**src/rtl/fir_pkg.sv**
```systemverilog
// Shared types and defaults for the FIR coefficient bank scheduler.
package fir_pkg;

  localparam int unsigned NTAPS_DEF  = 32;
  localparam int unsigned COEF_W_DEF = 16;

  typedef logic signed [COEF_W_DEF-1:0] coef_t;

  typedef enum logic [1:0] {
    IDLE = 2'd0,
    ARM  = 2'd1,
    SWAP = 2'd2,
    FILL = 2'd3
  } state_e;

endpackage

```
**src/rtl/fir_coef_bank.sv**
```systemverilog
// Two-bank coefficient array: shadow write port, active->shadow copy port,
// registered read port from the active bank.
module fir_coef_bank #(
  parameter int unsigned NTAPS  = fir_pkg::NTAPS_DEF,
  parameter int unsigned COEF_W = fir_pkg::COEF_W_DEF,
  parameter int unsigned AW     = $clog2(NTAPS)
) (
  input  logic              clk,
  input  logic              rst_n,
  input  logic              wr_en,
  input  logic              wr_bank,
  input  logic [AW-1:0]     wr_addr,
  input  logic [COEF_W-1:0] wr_data,
  input  logic              cp_en,
  input  logic              cp_src,
  input  logic [AW-1:0]     cp_addr,
  input  logic              rd_bank,
  input  logic [AW-1:0]     rd_addr,
  output logic [COEF_W-1:0] rd_data
);

  logic [COEF_W-1:0] mem [2][NTAPS];

  // Shadow writes only happen in IDLE and copies only in FILL, so they never collide.
  always_ff @(posedge clk or negedge rst_n) begin
    if (!rst_n) begin
      for (int unsigned b = 0; b < 2; b++) begin
        for (int unsigned k = 0; k < NTAPS; k++) begin
          mem[b][k] <= '0;
        end
      end
    end else if (wr_en) begin
      mem[wr_bank][wr_addr] <= wr_data;
    end else if (cp_en) begin
      mem[~cp_src][cp_addr] <= mem[cp_src][cp_addr];
    end
  end

  always_ff @(posedge clk or negedge rst_n) begin
    if (!rst_n) rd_data <= '0;
    else        rd_data <= mem[rd_bank][rd_addr];
  end

endmodule

```
**src/rtl/fir_coef_sched.sv**
```systemverilog
// Bank-swap scheduler: arms on commit, swaps on a sample boundary, then
// refills the delay line while copying the new active bank into the shadow.
module fir_coef_sched
  import fir_pkg::*;
#(
  parameter int unsigned NTAPS  = NTAPS_DEF,
  parameter int unsigned COEF_W = COEF_W_DEF,
  parameter int unsigned AW     = $clog2(NTAPS)
) (
  input  logic              clk,
  input  logic              rst_n,
  input  logic              cfg_valid,
  output logic              cfg_ready,
  input  logic [AW-1:0]     cfg_addr,
  input  logic [COEF_W-1:0] cfg_data,
  input  logic              commit,
  output logic              commit_err,
  input  logic              in_valid,
  input  logic [AW-1:0]     coef_rd_addr,
  output logic [COEF_W-1:0] coef_rd_data,
  output logic              fir_flush,
  output logic              out_en,
  output logic              bank_sel,
  output logic              busy,
  output logic [7:0]        swap_cnt
);

  localparam int unsigned CW = AW + 1;

  state_e        state, state_nx;
  logic [CW-1:0] smp_cnt, smp_cnt_nx;
  logic [CW-1:0] cp_idx, cp_idx_nx;
  logic          wr_en_c;
  logic          cp_en_c;

  always_ff @(posedge clk or negedge rst_n) begin
    if (!rst_n) begin
      state   <= IDLE;
      smp_cnt <= '0;
      cp_idx  <= '0;
    end else begin
      state   <= state_nx;
      smp_cnt <= smp_cnt_nx;
      cp_idx  <= cp_idx_nx;
    end
  end

  // Exit from FILL looks at next-cycle counts so IDLE follows the last strobe directly.
  always_comb begin
    state_nx   = state;
    smp_cnt_nx = smp_cnt;
    cp_idx_nx  = cp_idx;
    wr_en_c    = 1'b0;
    cp_en_c    = 1'b0;
    case (state)
      IDLE: begin
        wr_en_c = cfg_valid;
        if (commit) state_nx = ARM;
      end
      ARM: begin
        if (in_valid) state_nx = SWAP;
      end
      SWAP: begin
        smp_cnt_nx = '0;
        cp_idx_nx  = '0;
        state_nx   = FILL;
      end
      FILL: begin
        if (in_valid && (smp_cnt != CW'(NTAPS))) smp_cnt_nx = smp_cnt + CW'(1);
        if (cp_idx != CW'(NTAPS)) begin
          cp_en_c   = 1'b1;
          cp_idx_nx = cp_idx + CW'(1);
        end
        if ((smp_cnt_nx == CW'(NTAPS)) && (cp_idx_nx == CW'(NTAPS))) state_nx = IDLE;
      end
      default: state_nx = IDLE;
    endcase
  end

  always_ff @(posedge clk or negedge rst_n) begin
    if (!rst_n) begin
      cfg_ready  <= 1'b1;
      busy       <= 1'b0;
      fir_flush  <= 1'b0;
      out_en     <= 1'b1;
      commit_err <= 1'b0;
      bank_sel   <= 1'b0;
      swap_cnt   <= '0;
    end else begin
      cfg_ready  <= (state_nx == IDLE);
      busy       <= (state_nx != IDLE);
      fir_flush  <= (state_nx == SWAP);
      out_en     <= (state_nx != SWAP) && (state_nx != FILL);
      commit_err <= commit && (state != IDLE);
      if (state == SWAP) begin
        bank_sel <= ~bank_sel;
        swap_cnt <= swap_cnt + 8'd1;
      end
    end
  end

  fir_coef_bank #(
    .NTAPS (NTAPS),
    .COEF_W(COEF_W),
    .AW    (AW)
  ) u_bank (
    .clk    (clk),
    .rst_n  (rst_n),
    .wr_en  (wr_en_c),
    .wr_bank(~bank_sel),
    .wr_addr(cfg_addr),
    .wr_data(cfg_data),
    .cp_en  (cp_en_c),
    .cp_src (bank_sel),
    .cp_addr(cp_idx[AW-1:0]),
    .rd_bank(bank_sel),
    .rd_addr(coef_rd_addr),
    .rd_data(coef_rd_data)
  );

endmodule

```
**config.mk**
```make
export PLATFORM = sky130hd
export DESIGN_NAME = fir_coef_sched
export DESIGN_NICKNAME = d
export VERILOG_FILES = /design/src/rtl/fir_pkg.sv /design/src/rtl/fir_coef_bank.sv /design/src/rtl/fir_coef_sched.sv
export SDC_FILE = /design/constraint.sdc
export NUM_CORES = 2
export LEC_CHECK = 0
export CAP_MARGIN = 0
export CORE_MARGIN = 2
export CORE_UTILIZATION = 35
export DETAILED_ROUTE_END_ITERATION = 8
export REMOVE_ABC_BUFFERS = 1
export SYNTH_ARGS = -nofsm -noshare
export SYNTH_HDL_FRONTEND = slang
export SYNTH_SLANG_ARGS = --single-unit
```
**constraint.sdc**
```tcl
create_clock -name clk -period 4.1 [get_ports clk]
set_clock_uncertainty 0.2 [all_clocks]
set_input_delay 0.615 -clock clk [delete_from_list [all_inputs] [get_ports clk]]
set_output_delay 0.615 -clock clk [all_outputs]
set_load 0.01 [all_outputs]
```
# Word level (Yosys, flattened, before mapping)
# Index checks and enable logic that the tools add are counted.
# word_totals
in_bits	31
regBits	1068
output_inout_bits	30
# classes
n_addsub	3
bitwise_logic	6
reduce_logical	13
magnitude_cmp	8
mux	34
eq_ne	10
# ops
operator	n
$mux W512	5
$bwmux W1024	2
$mux W1024	2
$demux W512 S1	2
$bmux W16 S5	2
$demux W16 S5	2
$mux W16	6
$mux W6	4
$pmux W6 S2	2
$ge A6 B6 Y1 const B	3
$not A5 Y6	3
$add A6 B1 Y6 const B	2
$eq A6 B6 Y1 const B	2
$lt A6 B1 Y1 const B	2
$ne A6 B6 Y1 const B	2
$add A8 B1 Y8 const B	1
$pmux W2 S4	1
$reduce_bool A2 Y1	4
$logic_and A1 B1 Y1	7
$eq A2 B2 Y1 const B	3
$mux W2	3
$ge A2 B2 Y1 const B	2
$logic_not A2 Y1	2
$ne A2 B2 Y1 const B	2
other kinds (5)	8

# Depth between registers and ports, before layout
# logic_depth
depth_word	10
depth_mapped	16
depth_no_buf	8

# Hierarchy
# A second synthesis with hierarchy kept.
# hier_totals
cells_unflattened	5586
hier_area_um2	62040.8
# modules_own_cells
mod	cells_each	seq_area_each_um2	area_per_inst_um2	instances
fir_coef_bank	5431	26025.0	60464.2	1
fir_coef_sched	155	703.2	1576.5	1

# Worst setup path after synthesis
# Ideal clock, no wire load.
# synth_timing
kind	register -> register
startpoint	register cp_idx[1]
endpoint	register u_bank.mem[32] (netlist name)
setup_ps	90
period_less_slack_ps	3825
path_slack_ps	275
required_ps	3810
arrival_ps	3534
stages_incl_launch_ff	16
path_buffers	7
path_cell_list	dfrtp_1 -> buf_2 -> buf_2 -> buf_4 -> buf_4 -> buf_4 -> buf_2 -> inv_1 -> ha_1 -> or4b_1 -> o21ai_1 -> nor2_1 -> a22oi_1 -> clkbuf_1 -> nand2_1 -> o221ai_1
# synth_via
elab_chain_len	10
# synth_rtl
element	line_no	rtl
start: declaration	fir_coef_sched.sv:32	logic [CW-1:0] cp_idx, cp_idx_nx;
start signal: assignment	fir_coef_sched.sv:44	cp_idx <= cp_idx_nx;
$not A5 Y6	fir_coef_bank.sv:35	mem[~cp_src][cp_addr] <= mem[cp_src][cp_addr];
$ge A6 B6 Y1 (implied by the code) / $lt A6 B1 Y1 (equally long branches)	fir_coef_bank.sv:35	
$logic_and A1 B1 Y1 (implied by the code)	fir_coef_bank.sv:35	
$mux W16 (implied by the code)	fir_coef_bank.sv:35	
$demux W16 S5	fir_coef_bank.sv:35	
$mux W512 (implied by the code)	fir_coef_bank.sv:35	
$demux W512 S1	fir_coef_bank.sv:35	
$bwmux W1024	fir_coef_bank.sv:35	
$mux W1024	fir_coef_bank.sv:34	end else if (cp_en) begin
$mux W1024	fir_coef_bank.sv:32	end else if (wr_en) begin
end signal: indexed assignment	fir_coef_bank.sv:33	mem[wr_bank][wr_addr] <= wr_data;
end signal: indexed assignment	fir_coef_bank.sv:35	
end: declaration	fir_coef_bank.sv:22	logic [COEF_W-1:0] mem [2][NTAPS];
# Several ways; a longest one is shown, not always the timed one. The select of a mux whose other input is x is not followed.
# A chain may end at the register's enable or synchronous reset.

# Final worst setup path
# layout_timing
startpoint	register cp_idx[1]
endpoint	register u_bank.mem[984] (netlist name)
# Same word-level chain as after synthesis.

==> metrics.yaml <==
total_power_uw: 63070
clockPowerShare_pct: 19.1
io_buffers: 60
core_mm2: 0.1740
design.die.area_mm2: 0.1787
cts_root_buffer: "clkbuf_16"
num_vias: 59100
overflow: 0
final_cell_area_mm2: 0.07161
fin_util_pct: 41.15
hp-start: "cfg_data[1]"
synth_flop_cell: "dfrtp_1"
grtUsageMet2_pct: 48.01
min_period_ns: 4.066
power.density_mw_per_mm2: 880.8
r2r-start: "cp_idx[1]"
p_switching_uw: 29340
antenna_left: 0
yosys_warnings: 0
synthCells: 5599
avgSynthCellArea_um2: 10.96
area_growth_syn_to_layout_pct: 16.67
grt_pass1_vias: 55620
max_stage_delay_ns: 0.66
grt_max_degree: 115
arrival_ns: 4.49
use_met3_pct: 12.90
ys_top_cells_by_count: "dfrtp_1, o21ai_0, a32oi_1"
dr.first_iter.drc_count: 11100
placed_area_mm2: 0.06726
drcViolationCount: 0
timing.critical_path.mode_cell: "buf_12"
cp_data_required_time_ns: 4.53
grt_usage_pct: 34.49
wl_per_cell_um: 39.28
ir_worst_vdd_mv: 1.142
cts_resized: 0
yosys.area.top_type_share_pct: 43.46
gp_congestion: 1.079
rows: 153
synth_cell_types: 75
synth_edf_count: 0
p_comb_share_pct: 52.6
clock_path_buffers: 3
yosys.cell_count.top_type: "dfrtp_1"
drive_above_1_share_pct: 21.13
wl_um: 317500
clk_latency_ns: 0.83
syn_area_mm2: 0.06138
crit_path_max_fanout: 40
internal-power_uw: 33740
cts_made_buffers: 119
power_frac_seq_pct: 28.4
die_h_um: 422.8
hold_viol_final: 0
cp-end-kind: "flop"
min_path_type: "primary input to flop"
synth_area_leaders: "dfrtp_1, mux4_2, a32oi_1, mux2i_1, o221ai_1"
final_nets: 5684
relSlewSlack_pct: 13.13
pin_count: 61
crit_slowest_cell: "dfrtp_4"
antenna_found_initial: 23
grt_pass1_wl_um: 443800
drt_pass1_iterations: 9
critical_path.cell_chain: "buf_12, buf_12, mux4_2, a22oi_1, o21ai_0, a211oi_4, buf_12, o221ai_1"
die_x_um: 422.8
tritoncts: "yes"
max_freq_mhz: 246.0
whs_ns: 0.1446
crit_type: "flop to flop"
path_clk_slew_ns: 0.07
async_reset_ff_share_pct: 100.0
synth_top_cell_by_area: "dfrtp_1"
p_leak_uw: 0.02892
cp_top_family: "compound AO/OA/AOI/OAI gates"
maxSlewViolCount: 0
ys_seq_area_share_pct: 43.54
fin_tns_setup_ns: 0
critPathLaunchType: "flop"
cap_violations: 0
synth.ff_latch_count: 1068
vias_per_cell: 7.313
clock_sinks: 1068
status: "complete, no violations"
crit_start: "cp_idx[1]"
critPathBufInv: 3
swShare_pct: 46.51
period_share_pct: 99.16
grt.busiest_layer: "met2"
tightest_slew_ns: 1.303
setup_viol: 0
start_util_pct: 35.27
place_hpwl_um: 212500
rsz0062_at_grt: "false"
htree_levels: 3
grt_util_met1_pct: 44.17
-- repair_timing --
| item | in CTS | in global routing |
|---|---|---|
| endpoints found under the hold margin | 48 | 0 |
| hold buffers | 1 | 0 |
| buffers inserted | 0 | 0 |
-- final cells by class --
class	count	area, µm²
Clock inverter	62	937.1
Clock buffer	159	3379
Timing Repair Buffer	622	5876
Fill cell	16630	102400
Antenna cell	11	27.53
Sequential cell	1068	26740
Tap cell	2325	2909
Inverter	18	67.56
Multi-Input combinational cell	3817	31680
-- worst min-delay path: stages --
cell and delay [ns]:
buf_2 0.24, nand2_1 0.10, o221ai_1 0.10
-- final timing paths --
| check | end | slack, ns | depth (start not counted) |
|---|---|---|---|
| min in group asynchronous | u_bank.mem[978] | 0.31 | 2 |
| max | u_bank.mem[984] | 0.03 | 8 |
| min reg2reg | swap_cnt[7] | 0.27 | 1 |
| min | u_bank.mem[257] | 0.14 | 3 |
| max reg2reg | u_bank.mem[984] | 0.03 | 8 |
| max in group asynchronous | u_bank.mem[12] | 2.19 | 3 |
-- placed cells by master, fill, tap and decap left out, types with 9 or more instances in the layout --
cell,Yosys,layout
inv_1,15,14
clkbuf_16,0,120
o21a_1,15,14
a21oi_1,32,32
clkdlybuf4s50_1,0,40
nand4_1,21,21
nand2_2,7,10
nor2b_1,15,11
o221ai_1,380,380
bufinv_16,0,21
clkbuf_1,474,16
o22ai_1,70,70
a21boi_2,13,13
nand2_1,522,519
dfrtp_1,1066,1064
o21ai_1,37,37
nor2_1,94,93
diode_2,0,11
nor2_2,20,17
buf_4,23,472
mux2i_1,474,474
o21ai_0,643,643
mux4_2,319,319
and2_1,12,11
buf_2,149,16
a21boi_1,20,20
a32oi_1,561,561
a221oi_1,9,9
a22oi_1,267,267
clkbuf_8,0,24
clkinv_2,0,25
nand3_1,109,109
buf_12,0,90
nor3_1,27,24
and3_1,18,18
-- logic make-up after synthesis --
| logic type | after synthesis | share of synthesized area [%] |
|---|---|---|
| fa+ha+maj | 7 | 0.1427 |
| simple gates | 907 | 6.769 |
| mux | 799 | 19.54 |
| compound gates | 2095 | 24.75 |
| flops | 1068 | 43.54 |
| xor+xnor | 9 | 0.1284 |
| buf+inv | 714 | 5.122 |
-- stage by stage --
step,setup slack (ns),cells
floorplan,-45.09,4903
global route,0.02501,8071
global placement,0.2608,7849
finish,0.03440,8082
CTS,0.2177,8071
detailed placement,0.2719,7849
-- flip-flops by register name, summed over array words and instances (netlist names), 2 cells and up --
name	count
u_bank.rd_data	16
u_bank.mem	1024
smp_cnt	6
swap_cnt	8
state	2
cp_idx	6
-- per-layer routing --
layer	share of wire [%]	vias to the layer above	wire length [µm]
met2	41	5018	129900
met1	37	30390	116200
met4	8.3	24	26370
met3	14	1047	44850
li1	-	22620	-
met5	0.050	-	160
-- power groups by stage --
| stage | logic (µW) | clock network (µW) | registers, µW |
|---|---|---|---|
| floorplan | 13600 | 0 | 17200 |
| global placement | 31300 | 0 | 17600 |
| detailed placement | 31700 | 0 | 17700 |
| CTS | 31800 | 12100 | 17600 |
| global route | 33800 | 12500 | 18200 |
| finish | 33100 | 12000 | 17900 |
Power figures use the tool's default switching activity.
